**src/rtl/axi_stream_insert_header.sv**
```systemverilog
`default_nettype none
// ============================================================================
// Module   : axi_stream_insert_header
// Brief    : Prepends an N-byte header (0..DATA_BYTE_WD-1) to each AXI-Stream
//            packet and byte-realigns the payload (MSB lane first on the wire).
//            Define AXIS_INSERT_SKID_EN for a registered ready_in with skid buffer.
// Revision : 1.0 - initial release
// ============================================================================
module axi_stream_insert_header #(
    parameter int DATA_WD      = 32,
    parameter int DATA_BYTE_WD = DATA_WD / 8,
    parameter int BYTE_CNT_WD  = $clog2(DATA_BYTE_WD)
) (
    input  logic                    clk,
    input  logic                    rst_n,
    input  logic                    valid_in,
    input  logic [DATA_WD-1:0]      data_in,
    input  logic [DATA_BYTE_WD-1:0] keep_in,
    input  logic                    last_in,
    output logic                    ready_in,
    output logic                    valid_out,
    output logic [DATA_WD-1:0]      data_out,
    output logic [DATA_BYTE_WD-1:0] keep_out,
    output logic                    last_out,
    input  logic                    ready_out,
    input  logic                    valid_insert,
    input  logic [DATA_WD-1:0]      data_insert,
    input  logic [DATA_BYTE_WD-1:0] keep_insert,
    input  logic [BYTE_CNT_WD-1:0]  byte_insert_cnt,
    output logic                    ready_insert
);

    localparam int                      C_CW       = BYTE_CNT_WD + 1;
    localparam logic [DATA_BYTE_WD-1:0] C_KEEP_ALL = '1;
    localparam logic [C_CW-1:0]         C_BYTES    = C_CW'(DATA_BYTE_WD);

    typedef enum logic [1:0] {
        S_IDLE   = 2'd0,
        S_STREAM = 2'd1,
        S_FLUSH  = 2'd2
    } state_t;

    state_t                  state_q;
    logic [BYTE_CNT_WD-1:0]  n_q;
    logic [C_CW-1:0]         rem_q;
    logic [DATA_WD-1:0]      residue_q;
    logic                    valid_out_q;
    logic                    last_out_q;
    logic                    ready_insert_q;
    logic [DATA_WD-1:0]      data_out_q;
    logic [DATA_BYTE_WD-1:0] keep_out_q;

    logic                    w_out_free;
    logic                    w_c_valid;
    logic                    w_c_last;
    logic                    w_c_pop;
    logic [DATA_WD-1:0]      w_c_data;
    logic [DATA_BYTE_WD-1:0] w_c_keep;
    logic [DATA_WD-1:0]      w_lo;
    logic [DATA_WD-1:0]      w_shift;
    logic [C_CW-1:0]         w_total;
    logic                    w_fits;
    logic [DATA_BYTE_WD-1:0] w_keep_nxt;
    logic [DATA_WD-1:0]      w_data_nxt;
    logic                    w_unused_keep_insert;

    function automatic logic [C_CW-1:0] f_popcount(input logic [DATA_BYTE_WD-1:0] k);
        logic [C_CW-1:0] cnt;
        cnt = '0;
        for (int i = 0; i < DATA_BYTE_WD; i++) begin
            cnt = cnt + C_CW'(k[i]);
        end
        return cnt;
    endfunction

    function automatic logic [DATA_BYTE_WD-1:0] f_top_lanes(input logic [C_CW-1:0] cnt);
        logic [DATA_BYTE_WD-1:0] m;
        for (int i = 0; i < DATA_BYTE_WD; i++) begin
            m[i] = ((i + int'(cnt)) >= DATA_BYTE_WD);
        end
        return m;
    endfunction

    function automatic logic [DATA_WD-1:0] f_expand(input logic [DATA_BYTE_WD-1:0] k);
        logic [DATA_WD-1:0] m;
        for (int i = 0; i < DATA_BYTE_WD; i++) begin
            m[8*i +: 8] = {8{k[i]}};
        end
        return m;
    endfunction

    assign w_unused_keep_insert = ^keep_insert;
    assign w_out_free           = !valid_out_q || ready_out;
    assign w_c_pop              = (state_q == S_STREAM) && w_out_free && w_c_valid;

`ifdef AXIS_INSERT_SKID_EN
    // Two-entry skid queue; when empty, the core consumes the input beat directly.
    localparam int C_FW = DATA_WD + DATA_BYTE_WD + 1;

    logic [C_FW-1:0] fifo_q [0:1];
    logic            rd_ptr_q;
    logic            wr_ptr_q;
    logic [1:0]      cnt_q;
    logic [1:0]      cnt_d;
    logic            in_open_q;
    logic            in_open_d;
    logic            ready_in_q;
    logic            w_in_hs;
    logic            w_fifo_pop;
    logic            w_push;

    assign w_in_hs    = valid_in && ready_in_q;
    assign w_c_valid  = (cnt_q != 2'd0) || w_in_hs;
    assign {w_c_last, w_c_keep, w_c_data} = (cnt_q != 2'd0) ? fifo_q[rd_ptr_q]
                                                            : {last_in, keep_in, data_in};
    assign w_fifo_pop = w_c_pop && (cnt_q != 2'd0);
    assign w_push     = w_in_hs && !(w_c_pop && (cnt_q == 2'd0));
    assign cnt_d      = cnt_q + {1'b0, w_push} - {1'b0, w_fifo_pop};
    assign in_open_d  = (w_in_hs && last_in) ? 1'b0
                      : ((valid_insert && ready_insert_q) ? 1'b1 : in_open_q);
    assign ready_in   = ready_in_q;

    always_ff @(posedge clk) begin
        if (rst_n) begin
            rd_ptr_q   <= 1'b0;
            wr_ptr_q   <= 1'b0;
            cnt_q      <= 2'd0;
            in_open_q  <= 1'b0;
            ready_in_q <= 1'b0;
        end else begin
            if (w_push)     wr_ptr_q <= !wr_ptr_q;
            if (w_fifo_pop) rd_ptr_q <= !rd_ptr_q;
            cnt_q      <= cnt_d;
            in_open_q  <= in_open_d;
            ready_in_q <= in_open_d && (cnt_d != 2'd2);
        end
    end

    always_ff @(posedge clk) begin
        if (w_push) fifo_q[wr_ptr_q] <= {last_in, keep_in, data_in};
    end
`else
    assign w_c_valid = valid_in;
    assign w_c_data  = data_in;
    assign w_c_keep  = keep_in;
    assign w_c_last  = last_in;
    assign ready_in  = (state_q == S_STREAM) && w_out_free;
`endif

    // Window of {residue, incoming} shifted so the N residue bytes lead the beat.
    always_comb begin
        w_lo    = (state_q == S_FLUSH) ? '0 : w_c_data;
        w_shift = DATA_WD'({residue_q, w_lo} >> {n_q, 3'b000});
        w_total = C_CW'(n_q) + f_popcount(w_c_keep);
        w_fits  = (w_total <= C_BYTES);
        if (state_q == S_FLUSH) begin
            w_keep_nxt = f_top_lanes(rem_q);
        end else if (w_c_last && w_fits) begin
            w_keep_nxt = f_top_lanes(w_total);
        end else begin
            w_keep_nxt = C_KEEP_ALL;
        end
        w_data_nxt = w_shift & f_expand(w_keep_nxt);
    end

    // rst_n is active-high despite its name.
    always_ff @(posedge clk) begin
        if (rst_n) begin
            state_q        <= S_IDLE;
            n_q            <= '0;
            rem_q          <= '0;
            residue_q      <= '0;
            valid_out_q    <= 1'b0;
            last_out_q     <= 1'b0;
            data_out_q     <= '0;
            keep_out_q     <= '0;
            ready_insert_q <= 1'b0;
        end else begin
            if (w_out_free) valid_out_q <= 1'b0;
            case (state_q)
                S_IDLE: begin
                    ready_insert_q <= 1'b1;
                    if (valid_insert && ready_insert_q) begin
                        state_q        <= S_STREAM;
                        n_q            <= byte_insert_cnt;
                        residue_q      <= data_insert;
                        ready_insert_q <= 1'b0;
                    end
                end
                S_STREAM: begin
                    if (w_c_pop) begin
                        valid_out_q <= 1'b1;
                        data_out_q  <= w_data_nxt;
                        keep_out_q  <= w_keep_nxt;
                        residue_q   <= w_c_data;
                        last_out_q  <= 1'b0;
                        if (w_c_last && w_fits) begin
                            last_out_q     <= 1'b1;
                            state_q        <= S_IDLE;
                            ready_insert_q <= 1'b1;
                        end else if (w_c_last) begin
                            rem_q   <= w_total - C_BYTES;
                            state_q <= S_FLUSH;
                        end
                    end
                end
                S_FLUSH: begin
                    if (w_out_free) begin
                        valid_out_q    <= 1'b1;
                        data_out_q     <= w_data_nxt;
                        keep_out_q     <= w_keep_nxt;
                        last_out_q     <= 1'b1;
                        state_q        <= S_IDLE;
                        ready_insert_q <= 1'b1;
                    end
                end
                default: state_q <= S_IDLE;
            endcase
        end
    end

    assign valid_out    = valid_out_q;
    assign data_out     = data_out_q;
    assign keep_out     = keep_out_q;
    assign last_out     = last_out_q;
    assign ready_insert = ready_insert_q;

endmodule
`default_nettype wire

```
**config.mk**
```make
export PLATFORM = sky130hd
export DESIGN_NAME = axi_stream_insert_header
export DESIGN_NICKNAME = d
export VERILOG_FILES = /design/src/rtl/axi_stream_insert_header.sv
export SDC_FILE = /design/constraint.sdc
export NUM_CORES = 1
export LEC_CHECK = 0
export ABC_AREA = 1
export BUFFER_PORTS_ARGS = -buffer_cell sky130_fd_sc_hd__buf_2
export CAP_MARGIN = 15
export CORE_ASPECT_RATIO = 0.75
export CORE_MARGIN = 3
export CORE_UTILIZATION = 45
export DETAILED_ROUTE_END_ITERATION = 10
export MAX_ROUTING_LAYER = met4
export PLACE_DENSITY = 0.74
export SETUP_SLACK_MARGIN = 0.1
export SLEW_MARGIN = 20
export SYNTH_ARGS = -nofsm -noshare
export SYNTH_HDL_FRONTEND = slang
export SYNTH_SLANG_ARGS = --single-unit
export TNS_END_PERCENT = 50
```
**constraint.sdc**
```tcl
create_clock -name clk -period 2.3 [get_ports clk]
set_input_delay 0.115 -clock clk [delete_from_list [all_inputs] [get_ports clk]]
set_output_delay 0.115 -clock clk [all_outputs]
set_load 0.02 [all_outputs]
```
* Yosys cells after proc, flatten, opt, wreduce, memory -nomap -nowiden
Cells that the tools add are included.
** Word-level totals
- Flip-flop bits (word level) :: 78
- Bits of input ports :: 80
- Output and inout bits :: 40
- Logic and storage cells :: 85
** Cells by class
- Add/sub/neg operators :: 11
- Magnitude comparators :: 9
- Equal/unequal tests :: 7
- Shift operators :: 1
- Muxes and demuxes :: 30
- Bitwise operators :: 2
- Reduce and logical (&&, ||, !) cells :: 16
** Operators by type and width (number)
- $mux 32 :: 5
- $pmux 32 s2 :: 2
- $shr 64x5->32 :: 1
- $and 32x32->32 :: 1
- $ge 4x3->1 const B :: 6
- $add 2x3->4 const A :: 4
- $mux 4 :: 4
- $reduce_and 4->1 :: 3
- $mux 2 :: 5
- $mux 1 :: 9
- $add 1x3->4 const A :: 2
- $pmux 4 s2 :: 1
- $ge 3x3->1 const B :: 2
- $ne 2x2->1 const B :: 3
- $pmux 2 s3 :: 1
- $reduce_and 3->1 :: 2
- $logic_and 1x1->1 :: 4
- $pmux 1 s2 :: 2
- $reduce_bool 2->1 :: 2
- $add 2x1->3 :: 1
- $add 2x3->3 :: 1
- $add 3x1->3 :: 1
- $le 3x3->1 const B :: 1
- $ne 3x2->1 const B :: 1
- other kinds (12) :: 12

* Logic depth before layout (Yosys ltp)
Gate-level depths: netlist of the first run.
- Depth in word-level cells :: 11
- Gate-level depth with buffers :: 14
- Depth with buffers taken out :: 13

* Worst setup path before layout of the first run
Ideal clock, no wire load.
- Path kind :: flip-flop to flip-flop
- Start point :: reg n_q[0]
- End point :: reg data_out_q[16], in the netlist data_out[16]
- Library setup time :: 0.070 ns
- Arrival time :: 2.244 ns
- Required time :: 2.230 ns
- Path slack :: -0.014 ns
- Stages on the path, launching flop included :: 11
- Path buffers :: 2
- Period minus slack after synthesis :: 2.314 ns
- Cells stage by stage :: dfxtp_1 > buf_2 > inv_1 > clkbuf_1 > fa_1 > inv_1 > fa_1 > inv_1 > a21oi_1 > nand3_1 > a21oi_1
** On the way
- Cells in the longest elaborated chain, start to end :: 8
- Elaborated cells between the ends (all ways) :: 12
- Classes of those cells :: add/sub: 2; order compare: 2; shift: 1; mux: 5; bitwise: 1; reduce/logical: 1
** Ends and longest elaborated chain
- start, declared :: line 44 : logic [BYTE_CNT_WD-1:0] n_q;
- start signal, assigned :: line 185 : n_q <= byte_insert_cnt;
- $add 2x3->3 * :: line 154 : w_total = C_CW'(n_q) + f_popcount(w_c_keep);
- named net w_total[1] :: line 61 : logic [C_CW-1:0] w_total;
- $add 2x3->4 or $le 3x3->1 (tied branches) :: line 79, 155
- $ge 4x3->1 or $logic_and 1x1->1 (tied branches) :: line 79, 158
- $mux 4 * :: line 158 : end else if (w_c_last && w_fits) begin
- $mux 4 * :: line 156 : if (state_q == S_FLUSH) begin
- $and 32x32->32 * :: line 163 : w_data_nxt = w_shift & f_expand(w_keep_nxt);
- $mux 32, on equally long branches :: line 208, 191
- $pmux 32 s2 * :: line 180 : case (state_q)
- end signal, assigned :: line 193 : data_out_q <= w_data_nxt;
- end signal, assigned :: line 210 : data_out_q <= w_data_nxt;
- end, declared :: line 50 : logic [DATA_WD-1:0] data_out_q;
The timed path passes the listed nets; every way through them passes the cells marked *. The select of a mux whose other input is x is not followed.
A chain may end at the register's enable or synchronous reset.

* Final worst setup path of the first run
- Start point :: in keep_in[0]
- End point :: reg ready_insert_q, in the netlist ready_insert
** On the way
- Cells in the longest elaborated chain, start to end :: 8
** Ends and longest elaborated chain
- start, declared :: line 18 : input logic [DATA_BYTE_WD-1:0] keep_in,
- $add 1x1->2 :: line 71 : cnt = cnt + C_CW'(k[i]);
- $add 2x1->3 :: line 71
- $add 3x1->3 :: line 71
- $add 2x3->3 :: line 154
- named net w_total[1] :: line 61
- $le 3x3->1 :: line 155 : w_fits = (w_total <= C_BYTES);
- $logic_and 1x1->1 :: line 197 : if (w_c_last && w_fits) begin
- $ne 2x1->1 (no line)
- $reduce_and 4->1 (no line)
- end signal, assigned :: line 177 : ready_insert_q <= 1'b0;
- end signal, assigned :: line 200 : ready_insert_q <= 1'b1;
- end signal, assigned :: line 214 : ready_insert_q <= 1'b1;
- end, declared :: line 49 : logic ready_insert_q;
The timed path passes the listed nets, and every way through them passes these cells.

==> results.tsv, run 1 <==
stage	metric	value	unit
synthesis	synth unique cells	23	
die	die area	0.01046	sq mm
sta	fmax	0.4790	GHz
cells_and_area	final std cell area, no fill	0.005162	sq mm
power	maximum vdd drop	0.0006224	V
sta	final setup fails	0	
die	Die X	117.1	um
die	Core ar.	0.008745	sq mm
route	Via Count	4862	
job	Max Cap Viol	0	
die	Cell Rows	29	
placement	RePlAce Congestion	0.9705	
power	logic gate share of total power	48.8	%
placement	placed cell areas	0.004840	sq mm
route	first drt pass iteration count	5	
sta	Final Cycle Share	90.78	%
synthesis	post-synthesis async set-or-reset flop share	0	%
power	internal power	3.413	mW
power	Pleak	2.632	nW
synthesis	Synth top area share	33.62	%
sta	worst slew pin tran	1043	ps
placement	DP Cell Count	898	
power	sw frac	45.20	%
cts	TritonCTS clock tree	yes	
sta	WHS	82.35	ps
synthesis	syn avg cell area	5.997	sq um
cells_and_area	post-layout util	59.04	%
setup_path	Worst Path Class, Setup	in2reg	
synthesis	register area share after synthesis	33.62	%
cts	CTS buffer count	9	
cells_and_area	share of cells above drive strength 1	19.60	%
cts	later-pin clock latency in the skew report	340	ps
synthesis	EDFF count, synth	0	
synthesis	ys flop type	dfxtp_1	
power	Psw	2.815	mW
synthesis	most common cell in the netlist	nand2_1	
placement	Post-DP HPWL	9916	um
synthesis	post-synthesis net count	782	
setup_path	Critical Path RT	2540	ps
cells_and_area	Final #Nets	873	
global_routing	largest net degree at the start of global routing	52	
synthesis	top cells by area, synth	dfxtp_1, nand2_1, nand3_1	
cts	CTS HTree Levels	3	
setup_path	crit start category	input port	
sta	clk_skew	9.373	ps
synthesis	Synth warnings	0	
sta	crit path time final	2088	ps
setup_path	CP arrival	2330	ps
power	sequential power share	29.1	%
cells_and_area	area grow syn2layout	23.87	%
global_routing	remaining global-route overflow	0	
sta	Slew headroom	30.42	%
power	total power	6.228	mW
hold_path	worst hold path class	in2reg	
setup_path	maximum fanout along the worst path	3	
sta	Final Hold Viols	0	
synthesis	netlist area before placement	0.004168	sq mm
die	I/O pins	120	
cts	Max clock buf depth	2	
power	Clk pwr share	22.1	%
global_routing	initial antenna violation count	0	
cells_and_area	Antenna diodes	0	
sta	Final Max Tran Viols	0	
synthesis	Mapped Cells	695	
power	PwrDens	1206	mW/mm^2
global_routing	vias in the first global route	4555	
die	Die Ht	89.35	um
status	run status	finished clean	
synthesis	Seq cells post-synth	70	
setup_path	reg2reg path depth	12	
global_routing	gr usage total	27.37	%
hold_path	Hold Path Cell Cnt	3	
route	Avg WL per Cell	14.83	um
placement	I/O Buffers	107	
synthesis	most instantiated cells after synthesis	nand2_1, nand3_1, dfxtp_1, nor2_1, a21oi_1	
cells_and_area	non-filler cells, final	915	
route	Total Routed Length	13570	um
route	Post-route DRC	0	
route	ANT nets after route	0	
sta	unrepaired setup endpoints after global routing	yes	
cts	CTS root buf	clkbuf_16	
cts	Reg clk slew, reported paths	60	ps
route	initial DRC count	473	
cts	# clock sinks	70	
global_routing	first-pass GRT wire length	21760	um
route	number of vias per cell	5.314	
setup_path	critical path endpoint category	register	
synthesis	area leader, netlist	dfxtp_1	
die	Starting Density	47.66	%
[registers in the layout, summed over array words and instances, names as in the netlist]
register,count
keep_out,4
last_out,1
valid_out,1
n_q,2
ready_insert,1
state_q,2
residue_q,24
data_out,32
rem_q,3
[repair_timing]
item | 4_1_cts | 5_1_grt
endpoints found under the setup margin | 0 | 27
hold buffers | 0 | 0
resized for setup | 0 | 7
buffers inserted | 0 | 0
[cell usage in the layout, fill, tap and decap left out]
master and n:
o211ai_1 16, nor3_1 1, inv_1 51, a21oi_1 52, nand2_2 4, buf_4 12, nand3_2 3, nor2_4 2
fa_2 1, o21ai_1 1, o21ai_2 1, dfxtp_1 70, inv_2 3, buf_2 107, nor2_1 63, buf_12 3
clkinvlp_4 3, bufinv_16 1, nand3_1 78, o21ai_0 36, fa_1 2, clkbuf_16 9, nand2_1 260, a21oi_4 2
ha_1 4, a21oi_2 2, clkbuf_1 1, clkinv_2 2, clkinv_1 1
[cell type report]
type / count / area (sq um)
inverters: 55 / 206.4
well taps: 124 / 155.1
clock inverters: 6 / 62.56
fillers: 850 / 3582
flip-flops and latches: 70 / 1401
repair buffers: 122 / 685.7
clock buffers: 10 / 229.0
multi-input cells: 528 / 2422
[through the flow]
step           setup slack, ps  TNS (ps)
6_report                 212.2         0
3_3_place_gp            -147.7     -3675
2_1_floorplan            71.50         0
4_1_cts                  162.8         0
3_5_place_dp            -183.5     -4718
5_1_grt                  50.16         0
[layer usage]
| metal | GRT usage (%) | share of wire, % | up-vias | wire length [um] |
|---|---|---|---|---|
| met4 | 8.646 | 2.1 | 0 | 280 |
| met5 | - | 0 | - | 0 |
| met1 | 35.57 | 43 | 2203 | 5872 |
| met3 | 4.601 | 7.8 | 26 | 1054 |
| met2 | 43.73 | 47 | 236 | 6366 |
| li1 | - | - | 2397 | - |
[power by group through the flow]
stage / clock network (mW) / logic, mW / registers (mW)
5_1_grt: 1.44 / 3.39 / 1.85
4_1_cts: 1.38 / 2.96 / 1.81
3_3_place_gp: 0 / 2.90 / 1.81
6_report: 1.37 / 3.04 / 1.81
3_5_place_dp: 0 / 2.94 / 1.83
2_1_floorplan: 0 / 1.85 / 2.03
[worst max-delay path: stages]
cell,delay [ps]
buf_2,110
fa_1,530
inv_1,50
fa_2,310
inv_1,70
fa_1,420
inv_1,90
nand2_1,90
nand2_1,90
nand2_1,100
a21oi_2,160
nand3_1,80
nand2_1,70
nor2_1,50
[worst paths after layout]
check	startpoint	slack, ps	to
max reg2reg	n_q[0]$_SDFFE_PP0P_	260	ready_insert$_SDFFE_PP0P_
min reg2reg	residue_q[18]$_SDFFE_PP0P_	450	residue_q[18]$_SDFFE_PP0P_
min	byte_insert_cnt[1]	80	n_q[1]$_SDFFE_PP0P_
max	keep_in[0]	210	ready_insert$_SDFFE_PP0P_
[cells by family (layout without fill, tap and decap cells)]
kind of cell / count (synthesis) / count (layout) / synth area share [%]
and+or+nand+nor: 410 / 411 / 39.75
AOI/OAI and AO/OA: 110 / 110 / 14.44
buffers and inverters: 98 / 193 / 9.546
DFF: 70 / 70 / 33.62
adders and majority gates: 7 / 7 / 2.642
No activity file was read; power rests on OpenSTA's default activity.
==> run 2, diff against run 1 <==
==> constraint.sdc (replaced) <==
create_clock -name clk -period 2.3 [get_ports clk]
set_input_delay 0.345 -clock clk [delete_from_list [all_inputs] [get_ports clk]]
set_output_delay 0.345 -clock clk [all_outputs]
set_load 0.02 [all_outputs]
==> run 2 against run 1 <==
Via count is 1.6% higher; combinational power is 13% higher; die area stayed put; flip-flop and latch count stayed put; clock power is 9% higher; worst hold slack better by 240 ps; maximum frequency is 9.1% lower; clock skew is 1.2 ps lower; cell count is 0.77% higher; power is 8.1% higher; register-to-register slack hardly changed; critical endpoint is now data_out[29]$_SDFFE_PP0P_; highest routed layer unchanged.
==> results.tsv, run 2 (synthesis gave the netlist of run 1 again) <==
stage	metric	value	unit	change
setup_path	Critical Path RT	2500	ps	-40 ps
cells_and_area	Filler cells	846		-0.47%
sta	Final Max Tran Viols	0		unchanged
global_routing	remaining global-route overflow	0		unchanged
cts	CTS HTree Levels	3		unchanged
sta	WHS	318.6	ps	+236.3 ps
hold_path	worst hold path class	in2reg		
power	Pleak	2.716	nW	+3.2%
die	Starting Density	47.66	%	unchanged
cts	later-pin clock latency in the skew report	340	ps	about the same
cells_and_area	Largest register FFs	32		unchanged
hold_path	Hold Path Cell Cnt	3		unchanged
sta	Final Cycle Share	99.83	%	+9.1 points
sta	clk_skew	8.145	ps	-1.228 ps
sta	crit path time final	2296	ps	+208.4 ps
cells_and_area	most frequent cells in the layout	nand2_1, buf_2, dfxtp_1		
power	maximum vdd drop	0.0005485	V	-12%
cts	TritonCTS clock tree	yes		
setup_path	CP arrival	2500	ps	+170 ps
global_routing	first-pass GRT wire length	23720	um	+9.0%
power	sequential power share	26.8	%	-2.3 points
route	number of vias per cell	5.360		+0.87%
power	internal power	3.698	mW	+8.4%
power	PwrDens	1233	mW/mm^2	+2.2%
global_routing	gr usage total	30.15	%	+2.8 points
route	first drt pass iteration count	5		unchanged
sta	Slew headroom	56.56	%	+26 points
cells_and_area	post-layout util	62.41	%	+3.4 points
setup_path	reg2reg path depth	10		-2
cells_and_area	most common cell after layout, fill and taps aside	nand2_1		
cells_and_area	share of cells above drive strength 1	24.56	%	+5.0 points
setup_path	crit start category	input port		
setup_path	maximum fanout along the worst path	5		+2
cts	CTS root buf	clkbuf_16		
die	Core ar.	0.008745	sq mm	unchanged
power	logic gate share of total power	50.9	%	+2.1 points
sta	final setup fails	0		unchanged
global_routing	vias in the first global route	4698		+3.1%
setup_path	critical path endpoint category	register		
route	Via Count	4942		+1.6%
sta	Final Hold Viols	0		unchanged
status	run status	finished clean		
die	Die X	117.1	um	unchanged
cts	Reg clk slew, reported paths	50	ps	about the same
route	Post-route DRC	0		unchanged
route	initial DRC count	523		+11%
power	Psw	3.034	mW	+7.8%
setup_path	Worst Path Class, Setup	in2reg		
cells_and_area	non-filler cells, final	922		+0.77%
route	Total Routed Length	15020	um	+11%
cts	Max clock buf depth	2		unchanged
power	Clk pwr share	22.3	%	+0.2 points
die	die area	0.01046	sq mm	unchanged
cts	# clock sinks	70		unchanged
power	sw frac	45.07	%	-0.14 points
placement	DP Cell Count	901		+0.33%
die	Die Ht	89.35	um	unchanged
die	I/O pins	120		unchanged
route	ANT nets after route	0		unchanged
sta	TNS Setup	0	ps	unchanged
placement	I/O Buffers	107		unchanged
cells_and_area	area grow syn2layout	30.95	%	
placement	RePlAce Congestion	0.9740		+0.36%
sta	unrepaired setup endpoints after global routing	yes		
die	Cell Rows	29		unchanged
cells_and_area	Final #Nets	880		+0.80%
cts	CTS buffer count	9		unchanged
global_routing	initial antenna violation count	0		unchanged
job	Max Cap Viol	0		unchanged
global_routing	largest net degree at the start of global routing	52		unchanged
sta	worst slew pin tran	650.9	ps	-391.6 ps
placement	Post-DP HPWL	10690	um	+7.8%
cells_and_area	Antenna diodes	0		unchanged
route	Avg WL per Cell	16.29	um	+9.8%
sta	fmax	0.4355	GHz	-9.1%
==> run 2: changes by cell type in the layout (fill, tap and decap cells not counted), moves of 5 or more <==
cell / previous run / this run
nand3_2: 3 / 16
nand2_1: 260 / 255
nand3_1: 78 / 64
nand2_4: 0 / 7
nor2_1: 63 / 55
nor2_2: 0 / 7
==> run 2: cell type report <==
cell class / count / area, sq um / share of cell area (%)
clock inverters: 3 / 67.56 / 1.238
multi-input cells: 529 / 2614 / 47.89
clock buffers: 13 / 250.2 / 4.585
well taps: 124 / 155.1 / 2.843
repair buffers: 128 / 760.7 / 13.94
flip-flops and latches: 70 / 1401 / 25.68
inverters: 55 / 209.0 / 3.829
==> run 2: timing repair <==
action | CTS | global route
gates cloned | 1 | 2
setup buffers | 1 | 1
setup endpoints to repair | 22 | 42
pin swaps | 12 | 14
resized for setup | 14 | 46
hold buffers | 0 | 0
==> run 2: power by group through the flow <==
stage / Clock [mW] / Combinational (mW) / Sequential (mW)
after CTS: 1.51 / 3.14 / 1.80
after floorplan: 0 / 1.86 / 2.03
after global placement: 0 / 3.02 / 1.81
after detailed placement: 0 / 3.05 / 1.82
final: 1.50 / 3.43 / 1.80
after global routing: 1.56 / 3.80 / 1.85
==> run 2: layer usage <==
metal | wire, um | up-vias | global-route usage, %
li1 | - | 2412 | -
met5 | 0 | - | -
met1 | 6651 | 2278 | 39.64
met4 | 298 | 0 | 8.646
met3 | 1237 | 24 | 7.104
met2 | 6828 | 228 | 46.41
==> run 2: path summary, 6_finish.rpt <==
| check | from | end | slack (ps) |
|---|---|---|---|
| worst max register to register | n_q[0]$_SDFFE_PP0P_ | data_out[29]$_SDFFE_PP0P_ | 250 |
| worst max-delay path | keep_in[0] | data_out[29]$_SDFFE_PP0P_ | 4 |
| worst min-delay path | byte_insert_cnt[0] | n_q[0]$_SDFFE_PP0P_ | 320 |
| worst min register to register | residue_q[17]$_SDFFE_PP0P_ | residue_q[17]$_SDFFE_PP0P_ | 460 |
==> run 2: critical path, cell delays in order <==
cell,delay (ps)
buf_6,90
fa_1,530
inv_1,50
fa_2,330
inv_2,60
fa_2,440
inv_2,90
nand2_4,70
o21ai_4,210
nand2_4,120
nand3_2,90
a21oi_1,60
==> run 2: metrics by stage <==
step / worst slack [ps] / power [mW] / area [sq um]
final: 3.810 / 6.732 / 5458
after global routing: -68.47 / 7.208 / 5458
after CTS: 34.08 / 6.453 / 5278
after detailed placement: -429.7 / 4.865 / 4890
after global placement: -381.5 / 4.826 / 4890
after floorplan: -126.3 / 3.887 / 4207
